[config.mk]
export PLATFORM = sky130hd
export DESIGN_NAME = pipeline_controller_flat
export DESIGN_NICKNAME = d
export VERILOG_FILES = /design/src/rtl/pipeline_controller_pkg.sv /design/src/rtl/pipeline_controller_if.sv /design/src/rtl/pipeline_controller_hazard_detect.sv /design/src/rtl/pipeline_controller.sv /design/src/flat_wrapper.sv
export SDC_FILE = /design/constraint.sdc
export NUM_CORES = 1
export LEC_CHECK = 0
export CAP_MARGIN = 25
export CORE_ASPECT_RATIO = 1.2
export CORE_MARGIN = 2
export CORE_UTILIZATION = 25
export DETAILED_ROUTE_END_ITERATION = 12
export DONT_BUFFER_PORTS = 1
export GPL_TIMING_DRIVEN = 0
export PLACE_DENSITY = 0.45
export SLEW_MARGIN = 5
export SYNTH_ARGS = -nofsm -noshare
export SYNTH_HDL_FRONTEND = slang
export SYNTH_SLANG_ARGS = --single-unit
[constraint.sdc]
create_clock -name clk -period 3.3 [get_ports clk]
set_clock_uncertainty 0.05 [all_clocks]
set_input_delay 0.495 -clock clk [delete_from_list [all_inputs] [get_ports clk]]
set_output_delay 0.495 -clock clk [all_outputs]
set_load 0.01 [all_outputs]
[src/rtl/pipeline_controller_pkg.sv]
// Shared types for the 5-stage pipeline controller: FSM state encoding and
// the per-stage load/flush control bundle.
package pipe_ctrl_pkg;

   typedef enum logic [1:0] {
      ST_HOLD     = 2'd0,
      ST_RUN      = 2'd1,
      ST_MEM_WAIT = 2'd2
   } state_t;

   typedef struct packed {
      logic pc_ld;
      logic if_id_ld;
      logic id_exe_ld;
      logic exe_mem_ld;
      logic mem_wb_ld;
      logic if_id_flush;
      logic id_exe_flush;
   } ctrl_t;

   localparam ctrl_t CTRL_HOLD   = ctrl_t'(7'b00000_11);
   localparam ctrl_t CTRL_RUN    = ctrl_t'(7'b11111_00);
   localparam ctrl_t CTRL_STALL  = ctrl_t'(7'b00000_00);
   localparam ctrl_t CTRL_HAZARD = ctrl_t'(7'b00111_01);
   localparam ctrl_t CTRL_BRANCH = ctrl_t'(7'b11111_11);
   // Abort drains EXE into MEM and a bubble into WB; front end stays frozen.
   localparam ctrl_t CTRL_ABORT  = ctrl_t'(7'b00011_00);

   function automatic ctrl_t run_ctrl(input logic branch, input logic hazard);
      if (branch) return CTRL_BRANCH;
      if (hazard) return CTRL_HAZARD;
      return CTRL_RUN;
   endfunction

endpackage

[src/rtl/pipeline_controller_if.sv]
// Pipeline status inputs and control outputs of the pipeline controller.
// master = controller side, slave = datapath side.
interface pipeline_controller_if #(
   parameter int REG_W = 4,
   parameter int CNT_W = 16
);
   logic [REG_W-1:0] id_src1;
   logic [REG_W-1:0] id_src2;
   logic             id_use_src1;
   logic             id_use_src2;
   logic [REG_W-1:0] exe_dest;
   logic             exe_wb_en;
   logic             exe_mem_read;
   logic [REG_W-1:0] mem_dest;
   logic             mem_wb_en;
   logic             forward_en;
   logic             branch_taken;
   logic             mem_req;
   logic             mem_ready;

   logic             pc_ld;
   logic             if_id_ld;
   logic             id_exe_ld;
   logic             exe_mem_ld;
   logic             mem_wb_ld;
   logic             if_id_flush;
   logic             id_exe_flush;
   logic             hazard;
   logic             mem_busy;
   logic             mem_fault;
   logic [CNT_W-1:0] stall_cnt;

   modport master (
      input  id_src1, id_src2, id_use_src1, id_use_src2, exe_dest, exe_wb_en,
             exe_mem_read, mem_dest, mem_wb_en, forward_en, branch_taken,
             mem_req, mem_ready,
      output pc_ld, if_id_ld, id_exe_ld, exe_mem_ld, mem_wb_ld, if_id_flush,
             id_exe_flush, hazard, mem_busy, mem_fault, stall_cnt
   );

   modport slave (
      output id_src1, id_src2, id_use_src1, id_use_src2, exe_dest, exe_wb_en,
             exe_mem_read, mem_dest, mem_wb_en, forward_en, branch_taken,
             mem_req, mem_ready,
      input  pc_ld, if_id_ld, id_exe_ld, exe_mem_ld, mem_wb_ld, if_id_flush,
             id_exe_flush, hazard, mem_busy, mem_fault, stall_cnt
   );
endinterface

[src/rtl/pipeline_controller_hazard_detect.sv]
// Combinational load-use / RAW hazard term for the ID-stage sources.
module hazard_detect #(
   parameter int REG_W = 4
) (
   input  logic [REG_W-1:0] i_src1,
   input  logic [REG_W-1:0] i_src2,
   input  logic             i_use_src1,
   input  logic             i_use_src2,
   input  logic [REG_W-1:0] i_exe_dest,
   input  logic             i_exe_wb_en,
   input  logic             i_exe_mem_read,
   input  logic [REG_W-1:0] i_mem_dest,
   input  logic             i_mem_wb_en,
   input  logic             i_forward_en,
   output logic             o_hazard
);
   logic w_exe_gate;
   logic w_mem_gate;
   logic w_hit1;
   logic w_hit2;

   // With forwarding only a load in EXE cannot be bypassed in time.
   assign w_exe_gate = i_exe_wb_en & (~i_forward_en | i_exe_mem_read);
   assign w_mem_gate = i_mem_wb_en & ~i_forward_en;

   assign w_hit1 = (w_exe_gate && (i_exe_dest == i_src1)) ||
                   (w_mem_gate && (i_mem_dest == i_src1));
   assign w_hit2 = (w_exe_gate && (i_exe_dest == i_src2)) ||
                   (w_mem_gate && (i_mem_dest == i_src2));

   assign o_hazard = (i_use_src1 & w_hit1) | (i_use_src2 & w_hit2);
endmodule

[src/rtl/pipeline_controller.sv]
// Pipeline sequencing: load enables, bubbles/flushes, memory-wait handling
// with timeout abort, and a saturating stall-cycle counter.
//
// state    | meaning
// HOLD     | post-reset cycle, pipeline frozen and flushed
// RUN      | normal issue; hazards and branches resolved combinationally
// MEM_WAIT | data memory busy; whole pipeline frozen until ready or timeout
module pipeline_controller
   import pipe_ctrl_pkg::*;
#(
   parameter int REG_W   = 4,
   parameter int TIMEOUT = 255,
   parameter int CNT_W   = 16
) (
   input logic clk,
   input logic rst,
   pipeline_controller_if.master pipe
);
   localparam int WAIT_W = $clog2(TIMEOUT + 1);

   state_t            r_state;
   logic [WAIT_W-1:0] r_wait_cnt;
   logic [CNT_W-1:0]  r_stall_cnt;

   state_t w_next;
   ctrl_t  w_ctrl;
   logic   w_hz_raw;
   logic   w_hazard;
   logic   w_busy;
   logic   w_fault;
   logic   w_timeout;

   hazard_detect #(.REG_W(REG_W)) u_hazard (
      .i_src1         (pipe.id_src1),
      .i_src2         (pipe.id_src2),
      .i_use_src1     (pipe.id_use_src1),
      .i_use_src2     (pipe.id_use_src2),
      .i_exe_dest     (pipe.exe_dest),
      .i_exe_wb_en    (pipe.exe_wb_en),
      .i_exe_mem_read (pipe.exe_mem_read),
      .i_mem_dest     (pipe.mem_dest),
      .i_mem_wb_en    (pipe.mem_wb_en),
      .i_forward_en   (pipe.forward_en),
      .o_hazard       (w_hz_raw)
   );

   assign w_timeout = (r_wait_cnt == WAIT_W'(TIMEOUT));

   always_comb begin
      w_ctrl   = CTRL_HOLD;
      w_hazard = 1'b0;
      w_busy   = 1'b0;
      w_fault  = 1'b0;
      w_next   = ST_RUN;
      case (r_state)
         ST_RUN: begin
            if (pipe.mem_req && !pipe.mem_ready) begin
               w_ctrl = CTRL_STALL;
               w_next = ST_MEM_WAIT;
            end else begin
               w_ctrl   = run_ctrl(pipe.branch_taken, w_hz_raw);
               w_hazard = w_hz_raw & ~pipe.branch_taken;
            end
         end
         ST_MEM_WAIT: begin
            w_busy = 1'b1;
            if (pipe.mem_ready) begin
               w_ctrl   = run_ctrl(pipe.branch_taken, w_hz_raw);
               w_hazard = w_hz_raw & ~pipe.branch_taken;
            end else if (w_timeout) begin
               w_ctrl  = CTRL_ABORT;
               w_fault = 1'b1;
            end else begin
               w_ctrl = CTRL_STALL;
               w_next = ST_MEM_WAIT;
            end
         end
         default: ;
      endcase
   end

   always_ff @(posedge clk or posedge rst) begin
      if (rst) begin
         r_state     <= ST_HOLD;
         r_wait_cnt  <= '0;
         r_stall_cnt <= '0;
      end else begin
         r_state <= w_next;
         if (r_state == ST_MEM_WAIT && w_next == ST_MEM_WAIT)
            r_wait_cnt <= r_wait_cnt + WAIT_W'(1);
         else
            r_wait_cnt <= '0;
         if (r_state != ST_HOLD && !w_ctrl.pc_ld && r_stall_cnt != '1)
            r_stall_cnt <= r_stall_cnt + CNT_W'(1);
      end
   end

   assign pipe.pc_ld        = w_ctrl.pc_ld;
   assign pipe.if_id_ld     = w_ctrl.if_id_ld;
   assign pipe.id_exe_ld    = w_ctrl.id_exe_ld;
   assign pipe.exe_mem_ld   = w_ctrl.exe_mem_ld;
   assign pipe.mem_wb_ld    = w_ctrl.mem_wb_ld;
   assign pipe.if_id_flush  = w_ctrl.if_id_flush;
   assign pipe.id_exe_flush = w_ctrl.id_exe_flush;
   assign pipe.hazard       = w_hazard;
   assign pipe.mem_busy     = w_busy;
   assign pipe.mem_fault    = w_fault;
   assign pipe.stall_cnt    = r_stall_cnt;
endmodule

[src/flat_wrapper.sv]
// flat-port wrapper written by rule: the top's interface ports become plain ports
module pipeline_controller_flat import pipe_ctrl_pkg::*;
#(
   parameter int REG_W   = 4,
   parameter int TIMEOUT = 255,
   parameter int CNT_W   = 16
)
  (clk, rst, pipe_id_src1, pipe_id_src2, pipe_id_use_src1, pipe_id_use_src2, pipe_exe_dest, pipe_exe_wb_en, pipe_exe_mem_read, pipe_mem_dest, pipe_mem_wb_en, pipe_forward_en, pipe_branch_taken, pipe_mem_req, pipe_mem_ready, pipe_pc_ld, pipe_if_id_ld, pipe_id_exe_ld, pipe_exe_mem_ld, pipe_mem_wb_ld, pipe_if_id_flush, pipe_id_exe_flush, pipe_hazard, pipe_mem_busy, pipe_mem_fault, pipe_stall_cnt);
  pipeline_controller_if #(.REG_W(REG_W), .CNT_W(CNT_W)) pipe_i ();
  input logic clk;
  input logic rst;
  input wire logic [$bits(pipe_i.id_src1)-1:0] pipe_id_src1;
  input wire logic [$bits(pipe_i.id_src2)-1:0] pipe_id_src2;
  input wire logic [$bits(pipe_i.id_use_src1)-1:0] pipe_id_use_src1;
  input wire logic [$bits(pipe_i.id_use_src2)-1:0] pipe_id_use_src2;
  input wire logic [$bits(pipe_i.exe_dest)-1:0] pipe_exe_dest;
  input wire logic [$bits(pipe_i.exe_wb_en)-1:0] pipe_exe_wb_en;
  input wire logic [$bits(pipe_i.exe_mem_read)-1:0] pipe_exe_mem_read;
  input wire logic [$bits(pipe_i.mem_dest)-1:0] pipe_mem_dest;
  input wire logic [$bits(pipe_i.mem_wb_en)-1:0] pipe_mem_wb_en;
  input wire logic [$bits(pipe_i.forward_en)-1:0] pipe_forward_en;
  input wire logic [$bits(pipe_i.branch_taken)-1:0] pipe_branch_taken;
  input wire logic [$bits(pipe_i.mem_req)-1:0] pipe_mem_req;
  input wire logic [$bits(pipe_i.mem_ready)-1:0] pipe_mem_ready;
  output wire logic [$bits(pipe_i.pc_ld)-1:0] pipe_pc_ld;
  output wire logic [$bits(pipe_i.if_id_ld)-1:0] pipe_if_id_ld;
  output wire logic [$bits(pipe_i.id_exe_ld)-1:0] pipe_id_exe_ld;
  output wire logic [$bits(pipe_i.exe_mem_ld)-1:0] pipe_exe_mem_ld;
  output wire logic [$bits(pipe_i.mem_wb_ld)-1:0] pipe_mem_wb_ld;
  output wire logic [$bits(pipe_i.if_id_flush)-1:0] pipe_if_id_flush;
  output wire logic [$bits(pipe_i.id_exe_flush)-1:0] pipe_id_exe_flush;
  output wire logic [$bits(pipe_i.hazard)-1:0] pipe_hazard;
  output wire logic [$bits(pipe_i.mem_busy)-1:0] pipe_mem_busy;
  output wire logic [$bits(pipe_i.mem_fault)-1:0] pipe_mem_fault;
  output wire logic [$bits(pipe_i.stall_cnt)-1:0] pipe_stall_cnt;
  assign pipe_i.id_src1 = pipe_id_src1;
  assign pipe_i.id_src2 = pipe_id_src2;
  assign pipe_i.id_use_src1 = pipe_id_use_src1;
  assign pipe_i.id_use_src2 = pipe_id_use_src2;
  assign pipe_i.exe_dest = pipe_exe_dest;
  assign pipe_i.exe_wb_en = pipe_exe_wb_en;
  assign pipe_i.exe_mem_read = pipe_exe_mem_read;
  assign pipe_i.mem_dest = pipe_mem_dest;
  assign pipe_i.mem_wb_en = pipe_mem_wb_en;
  assign pipe_i.forward_en = pipe_forward_en;
  assign pipe_i.branch_taken = pipe_branch_taken;
  assign pipe_i.mem_req = pipe_mem_req;
  assign pipe_i.mem_ready = pipe_mem_ready;
  assign pipe_pc_ld = pipe_i.pc_ld;
  assign pipe_if_id_ld = pipe_i.if_id_ld;
  assign pipe_id_exe_ld = pipe_i.id_exe_ld;
  assign pipe_exe_mem_ld = pipe_i.exe_mem_ld;
  assign pipe_mem_wb_ld = pipe_i.mem_wb_ld;
  assign pipe_if_id_flush = pipe_i.if_id_flush;
  assign pipe_id_exe_flush = pipe_i.id_exe_flush;
  assign pipe_hazard = pipe_i.hazard;
  assign pipe_mem_busy = pipe_i.mem_busy;
  assign pipe_mem_fault = pipe_i.mem_fault;
  assign pipe_stall_cnt = pipe_i.stall_cnt;
  pipeline_controller #(.REG_W(REG_W), .TIMEOUT(TIMEOUT), .CNT_W(CNT_W)) u_core (.clk(clk), .rst(rst), .pipe(pipe_i));
endmodule
==> metrics.txt, run 1 <==
# TYPE chip_impl_metric gauge
chip_impl_metric{name="post_cts_hold_buffer_count",unit=""} 0
chip_impl_info{name="worstReg2RegStart",value="u_core.pipe.stall_cnt[4]"} 1
chip_impl_metric{name="cts_resized",unit=""} 0
chip_impl_info{name="nature_of_the_critical_path_startpoint",value="flip-flop"} 1
chip_impl_metric{name="timing.final.setup_violations",unit=""} 0
chip_impl_metric{name="synth_edf_count",unit=""} 0
chip_impl_metric{name="final_layout_size_suffix_gt1_share",unit="%"} 10.0
chip_impl_info{name="clock_tree_from_tritoncts",value="yes"} 1
chip_impl_metric{name="design.final.nets",unit=""} 203
chip_impl_metric{name="syn_area_per_cell",unit="um^2"} 9.58
chip_impl_metric{name="ios",unit=""} 53
chip_impl_metric{name="cp.arrival",unit="ns"} 2.04
chip_impl_metric{name="wire_per_inst",unit="um"} 12.8
chip_impl_metric{name="slew_viol_final",unit=""} 0
chip_impl_metric{name="yosysTopAreaCellShare",unit="%"} 41.1
chip_impl_metric{name="post_layout_nonfiller_instances",unit=""} 252
chip_impl_metric{name="diodes",unit=""} 0
chip_impl_metric{name="compound_cell_area_share_of_the_yosys_netlist",unit="%"} 5.46
chip_impl_metric{name="htreeDepth",unit=""} 1
chip_impl_metric{name="min_period_over_period",unit="%"} 78.3
chip_impl_info{name="root_buffer_cell",value="clkbuf_8"} 1
chip_impl_metric{name="asyncSetResetFlopFracSynth",unit="%"} 100
chip_impl_info{name="status",value="finished, final reports clean"} 1
chip_impl_metric{name="dp_hpwl",unit="um"} 2580
chip_impl_metric{name="synth_adder_area_share",unit="%"} 3.96
chip_impl_metric{name="synth_sequential_area_ratio",unit="%"} 41.1
chip_impl_metric{name="placement.io_buffers",unit=""} 0
chip_impl_metric{name="post_synth_and_or_nand_nor_area_fraction",unit="%"} 24.0
chip_impl_metric{name="worst_hold_slack",unit="ns"} 0.0129
chip_impl_metric{name="global_route_wire_length_before_repair",unit="um"} 5510
chip_impl_metric{name="core",unit="um^2"} 6090
chip_impl_metric{name="worstPathMaxFanout",unit=""} 5
chip_impl_metric{name="placement.setup.worst_slack",unit="ns"} 0.964
chip_impl_metric{name="syn_inst",unit=""} 165
chip_impl_metric{name="synth.lib_cells_used.distinct",unit=""} 31
chip_impl_metric{name="timing.final.crit_period",unit="ns"} 2.58
chip_impl_metric{name="all_layer_global_routing_usage",unit="%"} 9.63
chip_impl_metric{name="grt_start_max_net_pins",unit=""} 21
chip_impl_metric{name="clock_latency_on_the_worst_skew_pair",unit="ns"} 0.27
chip_impl_metric{name="worstRegToRegCells",unit=""} 7
chip_impl_metric{name="post_drt_via_cell_ratio",unit=""} 4.48
chip_impl_metric{name="power_density",unit="nW/um^2"} 690
chip_impl_metric{name="drt-total-wl",unit="um"} 3230
chip_impl_metric{name="initial_utilization",unit="%"} 26.0
chip_impl_metric{name="design.die.area",unit="um^2"} 6980
chip_impl_metric{name="final.setup.worst_slack",unit="ns"} 0.717
chip_impl_info{name="grt_setup_unrepaired",value="false"} 1
chip_impl_metric{name="clkSlewWorstSetupHoldPaths",unit="ns"} 0.09
chip_impl_metric{name="numCtsBuffers",unit=""} 3
chip_impl_metric{name="synth_mux_area_share",unit="%"} 0.712
chip_impl_metric{name="max_clock_freq",unit="MHz"} 387
chip_impl_metric{name="met3_usage",unit="%"} 3.78
chip_impl_metric{name="place_congestion",unit=""} 0.693
chip_impl_metric{name="report.final.hold_viol_count",unit=""} 0
chip_impl_metric{name="netlist_area",unit="um^2"} 1580
chip_impl_metric{name="post_route_drc_violation_count",unit=""} 0
chip_impl_metric{name="syn2layout_area_growth",unit="%"} 12.7
chip_impl_info{name="largest_family_of_logic_cells_by_synthesized_area",value="simple AND/OR/NAND/NOR gates"} 1
chip_impl_metric{name="antenna_violations_before_repair",unit=""} 0
chip_impl_metric{name="synth.yosys.warnings",unit=""} 0
chip_impl_metric{name="cts.sinks",unit=""} 26
chip_impl_info{name="synth_top_cells_by_area",value="dfrtp_1 (41%), xor2_1 (13%), xnor2_1 (7.8%)"} 1
chip_impl_info{name="synth_area_leader_cell",value="dfrtp_1"} 1
chip_impl_info{name="critical_path_end_type",value="output pin"} 1
chip_impl_metric{name="die-width",unit="um"} 76.6
chip_impl_metric{name="total_leakage_power",unit="nW"} 0.713
chip_impl_metric{name="ant_nets",unit=""} 0
chip_impl_metric{name="finalSetupTns",unit="ns"} 0
chip_impl_metric{name="cts_max_path_buffers",unit=""} 2
chip_impl_metric{name="post-cts-setup-buffers",unit=""} 0
chip_impl_metric{name="grt_util_met1",unit="%"} 10.8
chip_impl_info{name="globalRoute.busiestLayer",value="met2"} 1
chip_impl_metric{name="fillCellCount",unit=""} 646
chip_impl_metric{name="synth_nets",unit=""} 197
chip_impl_metric{name="routed-via-count",unit=""} 1128
chip_impl_info{name="hp-class",value="in -> async"} 1
chip_impl_metric{name="worst_pin_slew",unit="ns"} 0.437
chip_impl_metric{name="r2r_slack",unit="ns"} 0.95
chip_impl_info{name="synthFlopType",value="dfrtp_1"} 1
chip_impl_metric{name="number_of_cells_in_the_design_after_placement",unit=""} 248
chip_impl_metric{name="use_met2",unit="%"} 16.9
chip_impl_info{name="synth.most_common_cell",value="dfrtp_1"} 1
chip_impl_metric{name="dieHeight",unit="um"} 91.1
chip_impl_metric{name="cap_violations",unit=""} 0
chip_impl_metric{name="synth-xor-area-share",unit="%"} 20.5
chip_impl_metric{name="placement_rows",unit=""} 31
chip_impl_metric{name="grt_overflow_total",unit=""} 0
chip_impl_metric{name="slew-limit-headroom",unit="%"} 70.6
chip_impl_metric{name="first_global_vias",unit=""} 1201
chip_impl_metric{name="vdd_ir_drop_max",unit="mV"} 0.378
chip_impl_metric{name="iteration_count_of_the_initial_detailed_routing_pass",unit=""} 4
chip_impl_info{name="timing.rr.end",value="u_core.pipe.stall_cnt[1]"} 1
chip_impl_info{name="setup.worst_path.class",value="reg -> out"} 1
chip_impl_metric{name="initialDrtViolationCount",unit=""} 18
chip_impl_metric{name="worstPathRequired",unit="ns"} 2.75
chip_impl_info{name="synth_commonest_cells",value="dfrtp_1 (26), xor2_1 (23), nor2_1 (20)"} 1
chip_impl_metric{name="postSynthRegisterBits",unit=""} 26
[sequential cells by signal (all words and copies together) (netlist names)]
register,flops
u_core.pipe.stall_cnt,16
u_core.r_wait_cnt,8
u_core.r_state,2
[layout make-up]
cell class	instances	area, um^2	area share (%)
buffer	3	26.3	1.47
multi-input combinational	125	863	48.4
inverter	11	41.3	2.32
clock buffer	3	41.3	2.32
tap	82	103	5.75
sequential	26	651	36.5
timing repair buffer	1	27.5	1.54
clock inverter	1	30.0	1.68
[power by group]
part           leakage [nW]  internal, mW  switching [mW]
sequential            0.303         0.389           0.111
clock                0.0357         0.162           0.102
combinational         0.374         0.189           0.277
[metrics by stage]
| step | total power, mW | utilization [%] | area, um^2 |
|---|---|---|---|
| floorplan | 0.880 | - | 1580 |
| global placement | 0.973 | 27.7 | 1680 |
| detailed placement | 0.981 | 28.1 | 1710 |
| CTS | 1.25 | 29.3 | 1780 |
| global route | 1.32 | 29.3 | 1780 |
| finish | 1.23 | 29.3 | 1780 |
[routing by layer]
| metal | routed length [um] | part of all wire (%) |
|---|---|---|
| met1 | 1310 | 40 |
| met2 | 1540 | 48 |
| met3 | 349 | 11 |
| met4 | 38 | 1.2 |
| met5 | 0 | 0 |
[placed cells by master, fill, tap and decap left out, types with 2 or more instances in the layout]
| cell | Yosys | routed |
|---|---|---|
| dfrtp_1 | 26 | 26 |
| xor2_1 | 23 | 23 |
| nor2_1 | 20 | 20 |
| nand2_1 | 15 | 15 |
| xnor2_1 | 14 | 14 |
| inv_1 | 11 | 11 |
| nand3_1 | 10 | 10 |
| nor3_1 | 5 | 5 |
| ha_1 | 5 | 5 |
| nand4_1 | 4 | 4 |
| and3_1 | 4 | 4 |
| a21oi_1 | 3 | 3 |
| clkbuf_8 | 0 | 3 |
| and2_1 | 2 | 2 |
| nor2b_1 | 2 | 2 |
| nor3_2 | 2 | 2 |
| nand2b_1 | 2 | 2 |
| nor4_2 | 2 | 2 |
| buf_4 | 2 | 2 |
[how the worst max path moves through the flow]
stage / cells past startpoint / end / startpoint / slack [ns]
after detailed placement: 7 / u_core.pipe.stall_cnt[1] / u_core.pipe.stall_cnt[4] / 0.96
after floorplan: 8 / u_core.pipe.stall_cnt[6] / pipe_exe_dest[3] / 1.15
after global placement: 7 / u_core.pipe.stall_cnt[1] / u_core.pipe.stall_cnt[4] / 0.98
final: 7 / pipe_pc_ld / u_core.r_state[0] / 0.72
after global routing: 7 / pipe_pc_ld / u_core.r_state[0] / 0.54
after CTS: 7 / pipe_pc_ld / u_core.r_state[0] / 0.71
[critical path: stages, from the launching register on]
cell     delay [ns]
dfrtp_1        0.39
inv_1          0.08
ha_1           0.30
nor2_1         0.08
nor2_1         0.23
and2_1         0.31
and2_1         0.24
buf_4          0.14
[kinds of logic after synthesis]
logic type	after synthesis
buffers and inverters	14
DFF	26
adders and majority gates	5
AOI/OAI and AO/OA	10
muxes	1
xor gates and xnor gates	37
and+or+nand+nor	72
No activity file was read; power rests on OpenSTA's default activity.
==> inputs of run 2 (changes only) <==
clock period = 2.51 ns   (was 3.3 ns; I/O delays follow)
==> metrics.txt, run 2 (same netlist as run 1, synthesis figures left out) <==
# TYPE chip_impl_metric gauge
chip_impl_metric{name="power.total",unit="mW"} 1.62
chip_impl_metric{name="dp_hpwl",unit="um"} 2580
chip_impl_metric{name="initialDrtViolationCount",unit=""} 18
chip_impl_metric{name="worst_pin_slew",unit="ns"} 0.437
chip_impl_metric{name="htreeDepth",unit=""} 1
chip_impl_metric{name="cap_violations",unit=""} 0
chip_impl_metric{name="finalSetupTns",unit="ns"} 0
chip_impl_info{name="hp-start",value="pipe_mem_req"} 1
chip_impl_info{name="hold_end",value="u_core.r_state[1]"} 1
chip_impl_metric{name="report.final.hold_viol_count",unit=""} 0
chip_impl_metric{name="r2r_slack",unit="ns"} 0.16
chip_impl_metric{name="antenna_violations_before_repair",unit=""} 0
chip_impl_metric{name="post_drt_via_cell_ratio",unit=""} 4.46
chip_impl_info{name="nature_of_the_critical_path_startpoint",value="flip-flop"} 1
chip_impl_metric{name="final_layout_size_suffix_gt1_share",unit="%"} 11.1
chip_impl_metric{name="die-width",unit="um"} 76.6
chip_impl_metric{name="timing.final.setup_violations",unit=""} 0
chip_impl_metric{name="iteration_count_of_the_initial_detailed_routing_pass",unit=""} 4
chip_impl_metric{name="grt_start_max_net_pins",unit=""} 21
chip_impl_metric{name="design.die.area",unit="um^2"} 6980
chip_impl_metric{name="min_period_over_period",unit="%"} 93.7
chip_impl_metric{name="global_route_wire_length_before_repair",unit="um"} 5510
chip_impl_metric{name="cts_max_path_buffers",unit=""} 2
chip_impl_metric{name="vdd_ir_drop_max",unit="mV"} 0.496
chip_impl_metric{name="worstPathMaxFanout",unit=""} 10
chip_impl_info{name="timing.rr.end",value="u_core.pipe.stall_cnt[1]"} 1
chip_impl_info{name="hp-class",value="in -> reg"} 1
chip_impl_metric{name="syn2layout_area_growth",unit="%"} 13.6
chip_impl_metric{name="power_density",unit="nW/um^2"} 904
chip_impl_metric{name="drt-total-wl",unit="um"} 3240
chip_impl_metric{name="placement_rows",unit=""} 31
chip_impl_metric{name="cts.sinks",unit=""} 26
chip_impl_metric{name="total_leakage_power",unit="nW"} 0.716
chip_impl_metric{name="fillCellCount",unit=""} 648
chip_impl_metric{name="design.final.nets",unit=""} 204
chip_impl_metric{name="number_of_flip_flops_in_the_largest_register",unit=""} 16
chip_impl_metric{name="ios",unit=""} 53
chip_impl_metric{name="core",unit="um^2"} 6090
chip_impl_info{name="critical_path_end_type",value="flip-flop"} 1
chip_impl_info{name="setup.worst_path.class",value="reg -> reg"} 1
chip_impl_metric{name="clock_latency_on_the_worst_skew_pair",unit="ns"} 0.27
chip_impl_metric{name="first_global_vias",unit=""} 1201
chip_impl_metric{name="worstRegToRegCells",unit=""} 7
chip_impl_info{name="leading_cell_types_in_the_layout_fill_and_taps_excluded",value="dfrtp_1 (26), xor2_1 (23), nor2_1 (20)"} 1
chip_impl_info{name="status",value="finished, final reports clean"} 1
chip_impl_metric{name="whs_path_depth",unit=""} 2
chip_impl_metric{name="post-cts-setup-buffers",unit=""} 0
chip_impl_metric{name="post_route_drc_violation_count",unit=""} 0
chip_impl_metric{name="diodes",unit=""} 0
chip_impl_metric{name="slew_viol_final",unit=""} 0
chip_impl_metric{name="placement.io_buffers",unit=""} 0
chip_impl_metric{name="slew-limit-headroom",unit="%"} 70.6
chip_impl_metric{name="cp.arrival",unit="ns"} 2.46
chip_impl_metric{name="numCtsBuffers",unit=""} 3
chip_impl_info{name="grt_setup_unrepaired",value="false"} 1
chip_impl_metric{name="max_clock_freq",unit="MHz"} 425
chip_impl_metric{name="worstPathRequired",unit="ns"} 2.62
chip_impl_metric{name="initial_utilization",unit="%"} 26.0
chip_impl_metric{name="timing.final.crit_period",unit="ns"} 2.35
chip_impl_info{name="clock_tree_from_tritoncts",value="yes"} 1
chip_impl_info{name="worstReg2RegStart",value="u_core.pipe.stall_cnt[4]"} 1
chip_impl_metric{name="place_congestion",unit=""} 0.693
chip_impl_metric{name="all_layer_global_routing_usage",unit="%"} 9.63
chip_impl_metric{name="wire_per_inst",unit="um"} 12.8
chip_impl_metric{name="clkSlewWorstSetupHoldPaths",unit="ns"} 0.09
chip_impl_info{name="final_common_cell",value="dfrtp_1"} 1
chip_impl_metric{name="routed-via-count",unit=""} 1128
chip_impl_metric{name="dieHeight",unit="um"} 91.1
chip_impl_info{name="root_buffer_cell",value="clkbuf_8"} 1
chip_impl_metric{name="grt_overflow_total",unit=""} 0
chip_impl_metric{name="ant_nets",unit=""} 0
run 2: critical path: stages (launching register included):
cell and delay [ns]:
dfrtp_1 0.48, nand3_1 0.22, nor3_1 0.40, and3_1 0.24, and3_1 0.19, a211o_4 0.16
buf_6 0.17, mux2_1 0.32
run 2: layer usage:
metal  global-route usage [%]  share of wire (%)  vias up  routed length (um)
met5                        0                  0        -                   0
met1                     10.8                 41      527                1320
met3                     3.78                 11        4                 349
met4                     2.73                1.2        0                  38
met2                     16.9                 47       47                1530
li1                         -                  -      550                   -
run 2: cell type report:
cell class	instances	area [um^2]	area share, %
inverter	11	41.3	2.30
timing repair buffer	2	37.5	2.09
clock inverter	1	30.0	1.67
tap	82	103	5.71
clock buffer	3	41.3	2.30
multi-input combinational	125	867	48.3
buffer	3	26.3	1.46
sequential	26	651	36.2
run 2: worst max-delay path by stage:
stage / from / endpoint / depth (start not counted)
after CTS: u_core.r_state[0] / pipe_pc_ld / 7
after detailed placement: u_core.pipe.stall_cnt[4] / u_core.pipe.stall_cnt[1] / 7
after global placement: u_core.pipe.stall_cnt[4] / u_core.pipe.stall_cnt[1] / 7
final: u_core.pipe.stall_cnt[4] / u_core.pipe.stall_cnt[1] / 7
after floorplan: u_core.pipe.stall_cnt[0] / u_core.pipe.stall_cnt[6] / 7
after global routing: u_core.r_wait_cnt[0] / pipe_mem_wb_ld / 7
run 2: where the power goes:
part	switching [mW]	internal [mW]	leakage, nW
registers	0.146	0.511	0.303
clock network	0.134	0.213	0.0357
logic	0.367	0.253	0.377
run 2: through the flow:
stage,area (um^2),hold WS (ns),util [%],instances,worst slack (ns)
after floorplan,1580,0.367,-,165,0.453
after global placement,1680,0.434,27.7,247,0.185
after detailed placement,1710,0.209,28.1,248,0.174
after CTS,1790,0.168,29.4,253,0.0353
after global routing,1800,0.184,29.5,253,0.0139
final,1800,0.176,29.5,253,0.159
run 2: what timing repair did:
item / in CTS / in global routing
endpoints found under the setup margin: 0 / 3
gates resized for setup: 0 / 2
hold endpoints to repair: 6 / 0
hold buffers: 1 / 0
